[config.mk]
export PLATFORM = sky130hd
export DESIGN_NAME = prbs_error_counter
export DESIGN_NICKNAME = d
export VERILOG_FILES = /design/src/rtl/prbs_error_counter.sv
export SDC_FILE = /design/constraint.sdc
export NUM_CORES = 1
export LEC_CHECK = 0
export CAP_MARGIN = 20
export CORE_UTILIZATION = 43
export CTS_CLUSTER_DIAMETER = 120
export DETAILED_ROUTE_END_ITERATION = 16
export PLACE_DENSITY = 0.86
export SLEW_MARGIN = 20
export SYNTH_ARGS = -nofsm -noshare
export SYNTH_HDL_FRONTEND = slang
export SYNTH_SLANG_ARGS = --single-unit
[constraint.sdc]
create_clock -name clk -period 3.5 [get_ports clk]
set_input_delay 0.7 -clock clk [delete_from_list [all_inputs] [get_ports clk]]
set_output_delay 0.7 -clock clk [all_outputs]
set_load 0.05 [all_outputs]
[src/rtl/prbs_error_counter.sv]
// Saturating bit-error counter: adds the popcount of a mismatch mask, with a
// synchronous clear that takes priority over a same-cycle increment.
module prbs_error_counter #(
    parameter int WIDTH_IN  = 8,
    parameter int CNT_WIDTH = 16
) (
    input  logic                 clk,
    input  logic                 reset_n,
    input  logic [WIDTH_IN-1:0]  mask,
    input  logic                 count_en,
    input  logic                 clear,
    output logic [CNT_WIDTH-1:0] count
);

    localparam int POP_W = $clog2(WIDTH_IN + 1);
    localparam logic [CNT_WIDTH:0] CNT_MAX = {1'b0, {CNT_WIDTH{1'b1}}};

    logic [POP_W-1:0]   pop;
    logic [CNT_WIDTH:0] sum;

    always_comb begin
        pop = '0;
        for (int i = 0; i < WIDTH_IN; i++) begin
            pop = pop + POP_W'(mask[i]);
        end
        sum = {1'b0, count} + (CNT_WIDTH + 1)'(pop);
    end

    always_ff @(posedge clk or negedge reset_n) begin
        if (!reset_n) begin
            count <= '0;
        end else if (clear) begin
            count <= '0;
        end else if (count_en) begin
            count <= (sum > CNT_MAX) ? CNT_MAX[CNT_WIDTH-1:0] : sum[CNT_WIDTH-1:0];
        end
    end

endmodule

---- After elaboration in Yosys (flattened, before gate mapping) ----
Index checks and enable logic that the tools add are counted.
word-level totals
  register bits after elaboration ......... 16
  output and inout bits ................... 16
operators by class
  add/subtract/negate cells ............... 8
  magnitude comparators ................... 1
  mux-type cells .......................... 3
  reductions and logical operators ........ 1
operators with widths
  operator                                                                           count
  16-bit 2-to-1 mux                                                                  3
  16-bit by 4-bit adder with 17-bit output                                           1
  17-bit by 16-bit greater-than comparator with 1-bit output, second input constant  1
  4-bit by 1-bit adder with 4-bit output                                             4
  3-bit by 1-bit adder with 4-bit output                                             1
  2-bit by 1-bit adder with 3-bit output                                             1
  1-bit by 1-bit adder with 2-bit output                                             1
  2-bit nonzero test                                                                 1

---- Longest topological paths before layout ----
Gate-level depths: netlist of run 1.
  word-level depth ........................ 12
  depth in mapped cells ................... 13
  depth with buffers taken out ............ 12

---- Worst setup path before layout of run 1 ----
Ideal clock, no wire load.
  kind .................................... input port to flip-flop
  start ................................... in mask[0]
  end ..................................... reg count[6]
  setup time .............................. 0.087 ns
  arrival time ............................ 4.264 ns
  path slack .............................. -0.851 ns
  cell stages on the path ................. 13
  buffers on the path ..................... 1
  path through ............................ fa_1 > inv_1 > fa_1 > fa_1 > fa_1 > inv_1 > fa_1 > a211oi_2 > or4_1 > or3_4 > buf_6 > and2_4 > a211oi_2
between the ends
  cells in the longest elaborated chain, start to end .. 12
RTL lines
  item                                                        RTL line  source
  start: declaration                                          9         input logic [WIDTH_IN-1:0] mask,
  1-bit by 1-bit adder with 2-bit output *                    24        pop = pop + POP_W'(mask[i]);
  2-bit by 1-bit adder with 3-bit output *                    24
  3-bit by 1-bit adder with 4-bit output *                    24
  4-bit by 1-bit adder with 4-bit output * (4 in series)      24
  16-bit by 4-bit adder with 17-bit output *                  26        sum = {1'b0, count} + (CNT_WIDTH + 1)'(pop);
  17-bit by 16-bit greater-than comparator with 1-bit output  35        count <= (sum > CNT_MAX) ? CNT_MAX[CNT_WIDTH-1:0] : sum[CNT_WIDTH-1:0];
  16-bit 2-to-1 mux *                                         35
  16-bit 2-to-1 mux *                                         34        end else if (count_en) begin
  16-bit 2-to-1 mux *                                         32        end else if (clear) begin
  end signal: assignment                                      35
  end: declaration                                            12        output logic [CNT_WIDTH-1:0] count
Every way passes the cells marked *; elsewhere a longest branch is shown, timed or not. The select of a mux whose other input is x is not followed.
A chain may end at the register's enable or synchronous reset.

---- Worst setup path after layout of run 1 ----
  start ................................... in mask[3]
  end ..................................... reg count[8]
between the ends
  cells in the longest elaborated chain, start to end .. 10
RTL lines
  item                                                        RTL line
  3-bit by 1-bit adder with 4-bit output *                    24
  4-bit by 1-bit adder with 4-bit output * (4 in series)      24
  16-bit by 4-bit adder with 17-bit output *                  26
  17-bit by 16-bit greater-than comparator with 1-bit output  35
  16-bit 2-to-1 mux *                                         35
  16-bit 2-to-1 mux *                                         34
  16-bit 2-to-1 mux *                                         32
Marked as above.

==> results of run 1 <==
==> layout make-up <==
| cell class | instances | area (sq um) | area share [%] |
|---|---|---|---|
| multi-input cells | 84 | 779.5 | 46.39 |
| flip-flops and latches | 16 | 400.4 | 23.83 |
| repair buffers | 42 | 385.4 | 22.93 |
| inverters | 11 | 41.29 | 2.457 |
| well taps | 30 | 37.54 | 2.234 |
| clock buffers | 4 | 36.28 | 2.159 |
==> routing by layer <==
metal	up-vias	track usage, %	share of wire, %
met2	32	39.24	51
met1	551	31.52	43
met4	0	9.649	1.6
met5	-	0	0
li1	513	-	-
met3	9	6.377	4.1
==> through the flow <==
step / cells / cell area (sq um) / setup slack, ns / hold WS, ns
after floorplan: 113 / 1116 / -0.7995 / 0.4044
after global placement: 180 / 1503 / -1.292 / 0.4983
after detailed placement: 180 / 1503 / -1.403 / 0.5092
after CTS: 187 / 1627 / -0.7877 / 0.5334
after global routing: 187 / 1680 / -0.7698 / 0.5558
final: 187 / 1680 / -0.7071 / 0.5232
==> worst reg2reg max path: cells and delay by family (launching register included) <==
kind                       cells  cell delay [ns]
buffers and inverters          2             0.13
adders and majority gates      4             1.50
DFF                            1             0.39
and+or+nand+nor                3             1.14
AOI/OAI and AO/OA              2             0.28
==> placed cells by master (no fill, tap or decap), types with 3 or more instances in the layout <==
cell type / count
a211oi_2: 5
a21oi_1: 3
a311oi_2: 3
a31oi_1: 6
and4_1: 5
buf_4: 12
buf_6: 4
clkbuf_4: 3
clkdlybuf4s50_1: 24
dfrtp_1: 16
fa_1: 3
ha_1: 6
inv_1: 9
nand2_1: 4
nor2_1: 9
o21ai_0: 3
o21bai_1: 3
xnor2_1: 3
==> repair_timing <==
action | 4_1_cts | 5_1_grt
gates resized for setup | 27 | 9
setup endpoints to repair | 16 | 16
hold buffers | 0 | 0
pin swaps | 21 | 8
setup buffers | 2 | 0
gates cloned | 1 | 0
endpoints found under the hold margin | 0 | 0
==> cell families (layout without fill, tap and decap cells) <==
group	count (synthesis)	count (layout)	synth area share, %
AO/OA/AOI/OAI	31	31	20.27
AND/OR/NAND/NOR	38	39	20.16
buffers and inverters	14	57	5.406
XOR/XNOR	3	3	2.365
flip-flops	16	16	36.04
adder cells (fa/ha/maj)	11	11	15.77
==> power breakdown <==
group | internal, mW | switching, mW | leakage (nW)
Sequential | 0.196 | 0.0118 | 0.220
Combinational | 0.160 | 0.194 | 0.464
Clock | 0.0635 | 0.0648 | 0.0210
==> path summary, 6_finish.rpt <==
check | from | to | slack [ns] | cells after the start
worst max-delay path | mask[3] | count[8] | -0.71 | 13
worst min-delay path | count[15] | count[15] | 0.52 | 1
worst max register to register | count[0] | count[8] | -0.02 | 11
worst min register to register | count[15] | count[15] | 0.52 | 1
max in group asynchronous | reset_n | count[1] | 2.24 | 1
min in group asynchronous | reset_n | count[10] | 0.81 | 1
==> parameters.txt, run 1 <==
Parameter                              Value

STA
  Final worst-path cycle share ... 120.2%
  Worst slew pin tran ... between 0.8 and 0.9 ns
  Final Max Slew Viols ... 0
  RSZ-0062 raised after global routing ... true
  Setup Viol. Count Final ... 16
  Setup slack of the critical path after layout ... -0.7071 ns
  Highest attainable clock frequency ... between 200 and 250 MHz
  Post-layout minimum cycle time ... roughly 4.2 ns
  Final hold viol count ... 0
  Max transition margin ... 46.28%
  Setup TNS ... -8.948 ns
  Worst setup skew after layout ... 0.008532 ns

Worst setup path
  Slowest cell on crit path ... fa_1
  Cell-by-cell trace of the critical path ... buf_6, fa_1, inv_2, fa_1, fa_1, fa_2, inv_2, fa_2, a211oi_4, or4_4, or3_4, and4_1, a211oi_2
  Worst path buffer plus inverter count ... 3
  Slowest stage delay, CP ... 0.54 ns
  CP Launch Type ... input pin
  Most common cell type on the critical path ... fa_1
  Worst EP required ... 3.71 ns
  CP delay by family, top ... adder cells
  Category of the most critical setup path ... input pin to flip-flop
  Data arrival, critical path ... about 4.4 ns
  Critical path fanouts, max ... 6
  Worst setup EP type ... flip-flop

Clock network
  Sinks on Clock Net ... 16
  Root Buffer Master ... clkbuf_4
  Deepest level of the CTS H-tree ... 1
  Number of buffers created by CTS ... 3
  Later-pin clock latency in the skew report ... 0.30 ns
  Maximum clock insertion buffer count ... 2
  Clock transition at the registers of the reported paths ... 0.10 ns
  CTS tree ... built

Route
  First-pass iteration count of the detailed router ... 4
  Number of routed nets with antenna violations ... 0
  DR DRC count ... 0
  Average wire per cell in the routed design ... 16.47 um
  Aggregate routed wire length ... 3079 um
  Iteration-0 DRC count of the detailed router ... 40
  Via count ... 1,105
  Vias/cell ... ~6

Yosys
  Leading cell types by count after synthesis ... 16 x dfrtp_1, 11 x inv_1, 10 x nor2_1
  Seq/Total Area, Yosys ... 36.04%
  Distinct cell type count of the synthesized netlist ... 34
  Count of flip-flops with a built-in enable after synthesis ... 0
  Largest cells by area after synthesis ... dfrtp_1 36%, fa_1 9.0%, ha_1 6.8%, a31oi_1 4.5%, a211oi_1 4.1%
  Library cell occupying the most area in the post-synthesis netlist ... dfrtp_1
  Synthesized area ... around 0.0011 sq mm
  Number of synthesized register bits ... 16
  Top flip-flop cell by instance count after synthesis ... dfrtp_1
  Share of the synthesized area in the top cell type ... 36.04%
  Avg Inst Size Synth ... 9.832 sq um
  Cell count after synthesis ... 113
  Proportion of register bits with asynchronous set or reset after synthesis ... 100.0%
  Number of warning messages in the yosys log ... 0
  Mapped Nets ... 136
  Most numerous cell in the Yosys netlist ... dfrtp_1

Die
  Std-Cell Rows ... 18
  Count of boundary I/O pins ... 28
  Full die area ... 0.002791 sq mm
  Die H ... 52.83 um
  Initial standard-cell utilization of the core ... about 45%
  Die width ... 52.83 um
  Core region area ... between 0.002 and 0.0025 sq mm

Cells and area
  Net count, final ... 181
  Flip-flop count of the largest register after layout ... 16
  End-of-flow core utilization ... between 60 and 70%
  Number of filler cells placed in the layout ... 169
  Top flop regs ... count x16
  Count of antenna diodes in the layout ... 0
  Area added between synthesis and finish ... 51.24%
  Top register by number of flip-flops ... count
  Share of layout cells above drive strength 1 ... 30.57%

Status
  Failing checks ... setup timing
  Result of the run ... complete, but fails checks

Pwr
  Power density over the cells ... 410.5 mW/mm^2
  Total Power ... between 0.6 and 0.7 mW
  Maximum ir drop on the vdd rail ... 403.2 uV
  Static leakage ... 0.7048 nW

Placed design
  Port buffer count ... 27
  DP HPWL ... slightly below 2000 um
  RD Place Congestion ... 0.9058

GRT
  Antenna violations before repair ... 0
  Aggregate global routing overflow ... 0
  Via count of the first global-routing pass ... 1,087
  Pin count of the biggest net entering global routing ... 17
  First-pass GRT wire length ... approximately 5000 um
  Total GRT Usage ... 24.62%

Hold path
  Class of the most critical hold timing path ... flip-flop to flip-flop

Run
  Max cap viols ... 0
(Power assumes the default switching activity.)
==> run 2, diff against run 1 <==
- CORE_MARGIN: unset -> 8
- CORE_UTILIZATION: 43 -> 48
- CTS_CLUSTER_DIAMETER: 120 -> 40
- PLACE_DENSITY: 0.86 -> 0.9
- clock period: 3.5 -> 4.4 ns (I/O delays scaled with it)
==> run 2 against run 1 <==
  * The flow now finishes without violations
  * Sequential power shrank 21%
  * Clock skew fell by 0.0045 ns
  * Wire length increased by 5.3%
  * Count of clock-buffer cells in the layout is 1 lower
  * Sequential share of layout area rose by 1.8 points
  * Worst hold slack gained 0.0021 ns
  * Highest routed layer unchanged
  * Register-to-register slack better by 0.89 ns
  * Via count increased by 1.8%
  * Clock power down 38%
  * Critical path depth is 2 higher
==> parameters.txt, run 2 (synthesized netlist as in run 1, its figures left out) <==
Parameter                              Value

Worst setup path
  Slowest stage delay, CP ... 0.55 ns (about the same)
  Worst setup EP type ... flip-flop
  Category of the most critical setup path ... input pin to flip-flop
  Critical path launch point ... mask[0]
  Launch instance of the worst register-to-register path ... count[0]
  Cell-by-cell trace of the critical path ... buf_6, fa_1, inv_2, fa_1, fa_1, fa_2, inv_2, fa_2, a211oi_2, or4_1, or3_4, buf_6, buf_6, nand3_2, nor3b_4
  CP Launch Type ... input pin
  Critical path fanouts, max ... 6 (unchanged)
  Slowest cell on crit path ... fa_1
  Data arrival, critical path ... 4.54 ns (+0.12 ns)
  Worst EP required ... 4.61 ns (+0.90 ns)

Cells and area
  Number of standard cells in the layout, taps in and fillers out ... 183 (-2.1%)
  Top register by number of flip-flops ... count
  Final cell area excluding filler cells ... 0.001563 sq mm (-7.0%)
  Top flop regs ... count x16
  Most frequent cells in the layout ... 24 x clkdlybuf4s50_1, 16 x dfrtp_1, 13 x buf_4
  Share of layout cells above drive strength 1 ... 22.58% (-8.0 points)
  Most common cell after layout, fill and taps aside ... clkdlybuf4s50_1
  Flip-flop count of the largest register after layout ... 16 (unchanged)
  Area added between synthesis and finish ... 40.65%
  Count of antenna diodes in the layout ... 0 (unchanged)
  Net count, final ... 180 (-0.55%)

Pwr
  Total Power ... 0.5057 mW (-27%)
  Static leakage ... 0.6703 nW (-4.9%)
  Internal ... 0.3119 mW (-26%)
  Clock network fraction of total power ... 15.6% (-3.0 points)
  Total net switching power ... 0.1938 mW (-28%)
  Logic pwr share ... 51.8% (+0.6 points)
  Switching part of the total ... 38.33% (-0.89 points)
  Power density over the cells ... 323.6 mW/mm^2 (-21%)
  Flop pwr share ... 32.6% (+2.4 points)
  Maximum ir drop on the vdd rail ... 286.7 uV (-29%)

GRT
  Total GRT Usage ... 15.64% (-9.0 points)
  Antenna violations before repair ... 0 (unchanged)
  Pin count of the biggest net entering global routing ... 17 (unchanged)
  Aggregate global routing overflow ... 0 (unchanged)
  First-pass GRT wire length ... 5313 um (+8.9%)
  Via count of the first global-routing pass ... 1,143 (+5.2%)

STA
  Final worst-path cycle share ... 98.50%
  Worst slew pin tran ... 0.7184 ns (-0.08487 ns)
  Max transition margin ... 51.96% (+5.7 points)
  RSZ-0062 raised after global routing ... true
  Setup TNS ... 0 ns (+8.948 ns)
  Setup slack of the critical path after layout ... 0.06621 ns (+0.7733 ns)
  Highest attainable clock frequency ... 230.7 MHz
  Setup Viol. Count Final ... 0 (-16)
  Worst setup skew after layout ... 0.003985 ns (-0.004547 ns)
  Post-layout minimum cycle time ... 4.334 ns
  Final hold viol count ... 0 (unchanged)
  Final Max Slew Viols ... 0 (unchanged)

Route
  First-pass iteration count of the detailed router ... 4 (unchanged)
  Aggregate routed wire length ... 3241 um (+5.3%)
  Vias/cell ... 6.148 (+4.0%)
  Via count ... 1,125 (+1.8%)
  Average wire per cell in the routed design ... 17.71 um (+7.6%)
  Iteration-0 DRC count of the detailed router ... 78 (+95%)
  Number of routed nets with antenna violations ... 0 (unchanged)
  DR DRC count ... 0 (unchanged)

Placed design
  Post-placement worst setup slack ... -0.7716 ns (+0.6315 ns)
  DP HPWL ... 2240 um (+13%)
  RD Place Congestion ... 0.8531 (-5.8%)
  Total instance count after detailed placement ... 172 (-4.4%)
  Port buffer count ... 27 (unchanged)
  Total placed instance area ... 0.001455 sq mm (-3.2%)

Clock network
  CTS tree ... built
  Sinks on Clock Net ... 16 (unchanged)
  Clock transition at the registers of the reported paths ... 0.09 ns (about the same)
  Maximum clock insertion buffer count ... 2 (unchanged)
  Deepest level of the CTS H-tree ... 1 (unchanged)
  Root Buffer Master ... clkbuf_4
  Hold Buf Count CTS ... 0 (unchanged)
  Number of buffers created by CTS ... 3 (unchanged)
  Later-pin clock latency in the skew report ... 0.29 ns (about the same)

Die
  Die width ... 64.11 um (+21%)
  Initial standard-cell utilization of the core ... 50.71% (+5.5 points)
  Count of boundary I/O pins ... 28 (unchanged)
  Core region area ... 0.002191 sq mm (-11%)
  Die H ... 64.11 um (+21%)
  Std-Cell Rows ... 17 (-1)
  Full die area ... 0.004110 sq mm (+47%)

Status
  Result of the run ... finished clean

Hold path
  Class of the most critical hold timing path ... flip-flop to flip-flop
  Startpoint of the most critical hold path ... count[15]

Run
  Max cap viols ... 0 (unchanged)
==> run 2: cell count changes in the layout (fill, tap and decap cells not counted), sizes merged <==
cell / previous run / this run
clkbuf: 4 / 3
or3: 2 / 1
==> run 2: path summary, 6_finish.rpt <==
kind / end / slack, ns / cells past startpoint
max: count[10] / 0.07 / 15
min: count[15] / 0.53 / 1
max reg2reg: count[10] / 0.87 / 13
min reg2reg: count[15] / 0.53 / 1
max in group asynchronous: count[1] / 2.94 / 1
min in group asynchronous: count[5] / 1.01 / 1
==> run 2: worst max-delay path: cells and delay by family <==
kind | cells | cell delay, ns
AND/OR/NAND/NOR | 4 | 1.03
AO/OA/AOI/OAI | 1 | 0.07
adder cells (fa/ha/maj) | 5 | 2.09
buffers and inverters | 5 | 0.45
==> run 2: stage by stage <==
step	util [%]	hold slack [ns]
floorplan	-	0.5844
global placement	66.42	0.4971
detailed placement	66.42	0.5134
CTS	70.47	0.5268
global route	71.33	0.5513
finish	71.33	0.5253
==> run 2: power by group through the flow <==
stage / combinational [mW] / sequential [mW] / clock [mW]
final: 0.262 / 0.165 / 0.0790
after global routing: 0.282 / 0.166 / 0.0841
after CTS: 0.251 / 0.164 / 0.0788
after detailed placement: 0.226 / 0.167 / 0
after global placement: 0.213 / 0.167 / 0
after floorplan: 0.117 / 0.199 / 0
==> run 2: final cells by class <==
class,count,area (sq um)
multi-input combinational,83,681.9
fill,146,628.1
sequential,16,400.4
timing repair buffer,42,381.6
inverter,11,41.29
tap,28,35.03
clock buffer,3,22.52
==> run 2: timing repair <==
item,in CTS,in global routing
buffers inserted,7,1
endpoints found under the setup margin,14,14
pin swaps,10,5
endpoints found under the hold margin,0,0
resized for setup,19,3
==> run 2: per-layer routing <==
| metal | GRT usage, % | up-vias | part of all wire [%] |
|---|---|---|---|
| met4 | 5.722 | 0 | 2.7 |
| met3 | 3.310 | 11 | 7.2 |
| met5 | 0 | - | 0 |
| li1 | - | 504 | - |
| met2 | 27.85 | 56 | 51 |
| met1 | 17.95 | 554 | 39 |
==> run 3, diff against run 2 <==
- SKIP_CTS_REPAIR_TIMING: unset -> 1
- SLEW_MARGIN: 20 -> 10
==> run 3 against run 2 <==
  * The run now ends with setup timing left
  * Sequential power barely moved
  * Wire length rose by 0.12%
  * Die area did not move
  * Combinational power fell by 7%
  * Utilization rose by 2.0 points
  * Worst hold slack got worse by 0.0041 ns
  * Critical path depth fell by 1
  * Fmax fell by 5.1%
  * Critical endpoint is now count[0]
==> parameters.txt, run 3 (synthesized netlist as in run 1, its figures left out) <==
Parameter                              Value

Status
  Result of the run ... complete, but fails checks
  Failing checks ... setup timing

Route
  Vias/cell ... 5.972 (-2.9%)
  DR DRC count ... 0 (unchanged)
  Via count ... 1,075 (-4.4%)
  Aggregate routed wire length ... 3245 um (+0.12%)
  Number of routed nets with antenna violations ... 0 (unchanged)
  Average wire per cell in the routed design ... 18.03 um (+1.8%)
  First-pass iteration count of the detailed router ... 4 (unchanged)
  Iteration-0 DRC count of the detailed router ... 70 (-10%)

GRT
  Pin count of the biggest net entering global routing ... 17 (unchanged)
  Antenna violations before repair ... 0 (unchanged)
  Via count of the first global-routing pass ... 1,054 (-7.8%)
  Total GRT Usage ... 14.27% (-1.4 points)
  First-pass GRT wire length ... 4816 um (-9.4%)
  Aggregate global routing overflow ... 0 (unchanged)

Worst setup path
  Most common cell type on the critical path ... fa_1
  CP delay by family, top ... adder cells
  Critical path fanouts, max ... 5 (-1)
  Worst EP required ... 4.59 ns (-0.02 ns)
  Cell-by-cell trace of the critical path ... buf_6, fa_1, inv_2, fa_1, fa_1, fa_2, inv_2, fa_2, a211oi_2, or4_4, or3_4, buf_4, buf_6, a311oi_2
  Slowest stage delay, CP ... 0.55 ns (about the same)
  Data arrival, critical path ... 4.76 ns (+0.22 ns)
  Category of the most critical setup path ... input pin to flip-flop
  CP Launch Type ... input pin
  Worst path buffer plus inverter count ... 5 (unchanged)
  Slowest cell on crit path ... fa_1
  Worst setup EP type ... flip-flop

Pwr
  Static leakage ... 0.6724 nW (+0.32%)
  Power density over the cells ... 302.3 mW/mm^2 (-6.6%)
  Maximum ir drop on the vdd rail ... 285.3 uV (-0.49%)

Die
  Count of boundary I/O pins ... 28 (unchanged)
  Std-Cell Rows ... 17 (unchanged)
  Die width ... 64.11 um (unchanged)
  Initial standard-cell utilization of the core ... 50.71% (unchanged)
  Core region area ... 0.002191 sq mm (unchanged)
  Die H ... 64.11 um (unchanged)
  Full die area ... 0.004110 sq mm (unchanged)

STA
  Final hold viol count ... 0 (unchanged)
  Final Max Slew Viols ... 0 (unchanged)
  Setup slack of the critical path after layout ... -0.1685 ns (-0.2347 ns)
  Final worst-path cycle share ... 103.8% (+5.3 points)
  Worst setup skew after layout ... 0.001814 ns (-0.002172 ns)
  Hold WS ... 0.5212 ns (-0.004083 ns)
  Highest attainable clock frequency ... 218.9 MHz (-5.1%)
  RSZ-0062 raised after global routing ... true
  Setup Viol. Count Final ... 8 (+8)
  Max transition margin ... 46.68% (-5.3 points)
  Worst slew pin tran ... 0.7972 ns (+0.07883 ns)
  Post-layout minimum cycle time ... 4.568 ns (+0.2347 ns)
  Setup TNS ... -0.8859 ns (-0.8859 ns)

Cells and area
  Area added between synthesis and finish ... 44.59%
  Top flop regs ... count x16
  Most frequent cells in the layout ... 24 x clkdlybuf4s50_1, 16 x dfrtp_1, 10 x nor2_1
  Share of layout cells above drive strength 1 ... 25.00% (+2.4 points)
  Most common cell after layout, fill and taps aside ... clkdlybuf4s50_1
  Count of antenna diodes in the layout ... 0 (unchanged)
  Top register by number of flip-flops ... count
  Net count, final ... 177 (-1.7%)
  Flip-flop count of the largest register after layout ... 16 (unchanged)

Clock network
  Sinks on Clock Net ... 16 (unchanged)
  Number of buffers created by CTS ... 3 (unchanged)
  Clock transition at the registers of the reported paths ... 0.09 ns (about the same)
  Root Buffer Master ... clkbuf_4
  Later-pin clock latency in the skew report ... 0.28 ns (about the same)
  Maximum clock insertion buffer count ... 2 (unchanged)
  Deepest level of the CTS H-tree ... 1 (unchanged)
  CTS tree ... built

Placed design
  Port buffer count ... 27 (unchanged)
  DP HPWL ... 2240 um (unchanged)
  RD Place Congestion ... 0.8531 (unchanged)

Run
  Max cap viols ... 0 (unchanged)

Hold path
  Class of the most critical hold timing path ... flip-flop to flip-flop
==> run 3: cell count changes in the layout (fill, tap and decap cells not counted), moves of 2 or more <==
| cell | before | now |
|---|---|---|
| a211oi_1 | 5 | 3 |
| a211oi_2 | 3 | 5 |
| a311oi_1 | 4 | 1 |
| a311oi_2 | 0 | 3 |
| a31oi_1 | 8 | 6 |
| a31oi_4 | 0 | 2 |
| buf_2 | 2 | 0 |
| buf_4 | 13 | 8 |
==> run 3: area by class of cell <==
class / count / area (sq um)
Clock buffer: 3 / 22.52
Fill cell: 141 / 584.3
Inverter: 11 / 41.29
Multi-Input combinational cell: 84 / 744.5
Sequential cell: 16 / 400.4
Tap cell: 28 / 35.03
Timing Repair Buffer: 38 / 362.8
==> run 3: stage by stage <==
stage / instance area (sq um) / std cells / setup WS [ns] / util, % / power [mW]
2_1_floorplan: 1116 / 113 / -0.07989 / - / 0.3156
3_3_place_gp: 1455 / 172 / -0.5736 / 66.42 / 0.3806
3_5_place_dp: 1455 / 172 / -0.7716 / 66.42 / 0.3930
4_1_cts: 1478 / 175 / -0.4601 / 67.45 / 0.4720
5_1_grt: 1607 / 180 / -0.2510 / 73.33 / 0.5157
6_report: 1607 / 180 / -0.1685 / 73.33 / 0.4857
==> run 3: metal layers <==
metal	global-route usage (%)	part of all wire, %	vias to the layer above	wire length [um]
met4	4.632	3.1	0	102
met1	15.87	40	505	1295
li1	-	-	504	-
met5	0	0	-	0
met3	3.484	6.0	18	195
met2	25.97	51	48	1653
==> run 3: path summary, 6_finish.rpt <==
check	startpoint	slack, ns	depth (start not counted)	endpoint
setup / recovery	mask[0]	-0.17	14	count[0]
hold / removal	count[15]	0.52	1	count[15]
setup reg to reg	count[0]	0.69	12	count[0]
hold reg to reg	count[15]	0.52	1	count[15]
max in group asynchronous	reset_n	2.92	1	count[7]
min in group asynchronous	reset_n	1.02	1	count[11]
==> run 3: where the power goes <==
part | internal [mW] | switching, mW
clock network | 0.0318 | 0.0457
registers | 0.156 | 0.00910
logic | 0.106 | 0.137
total | 0.294 | 0.192
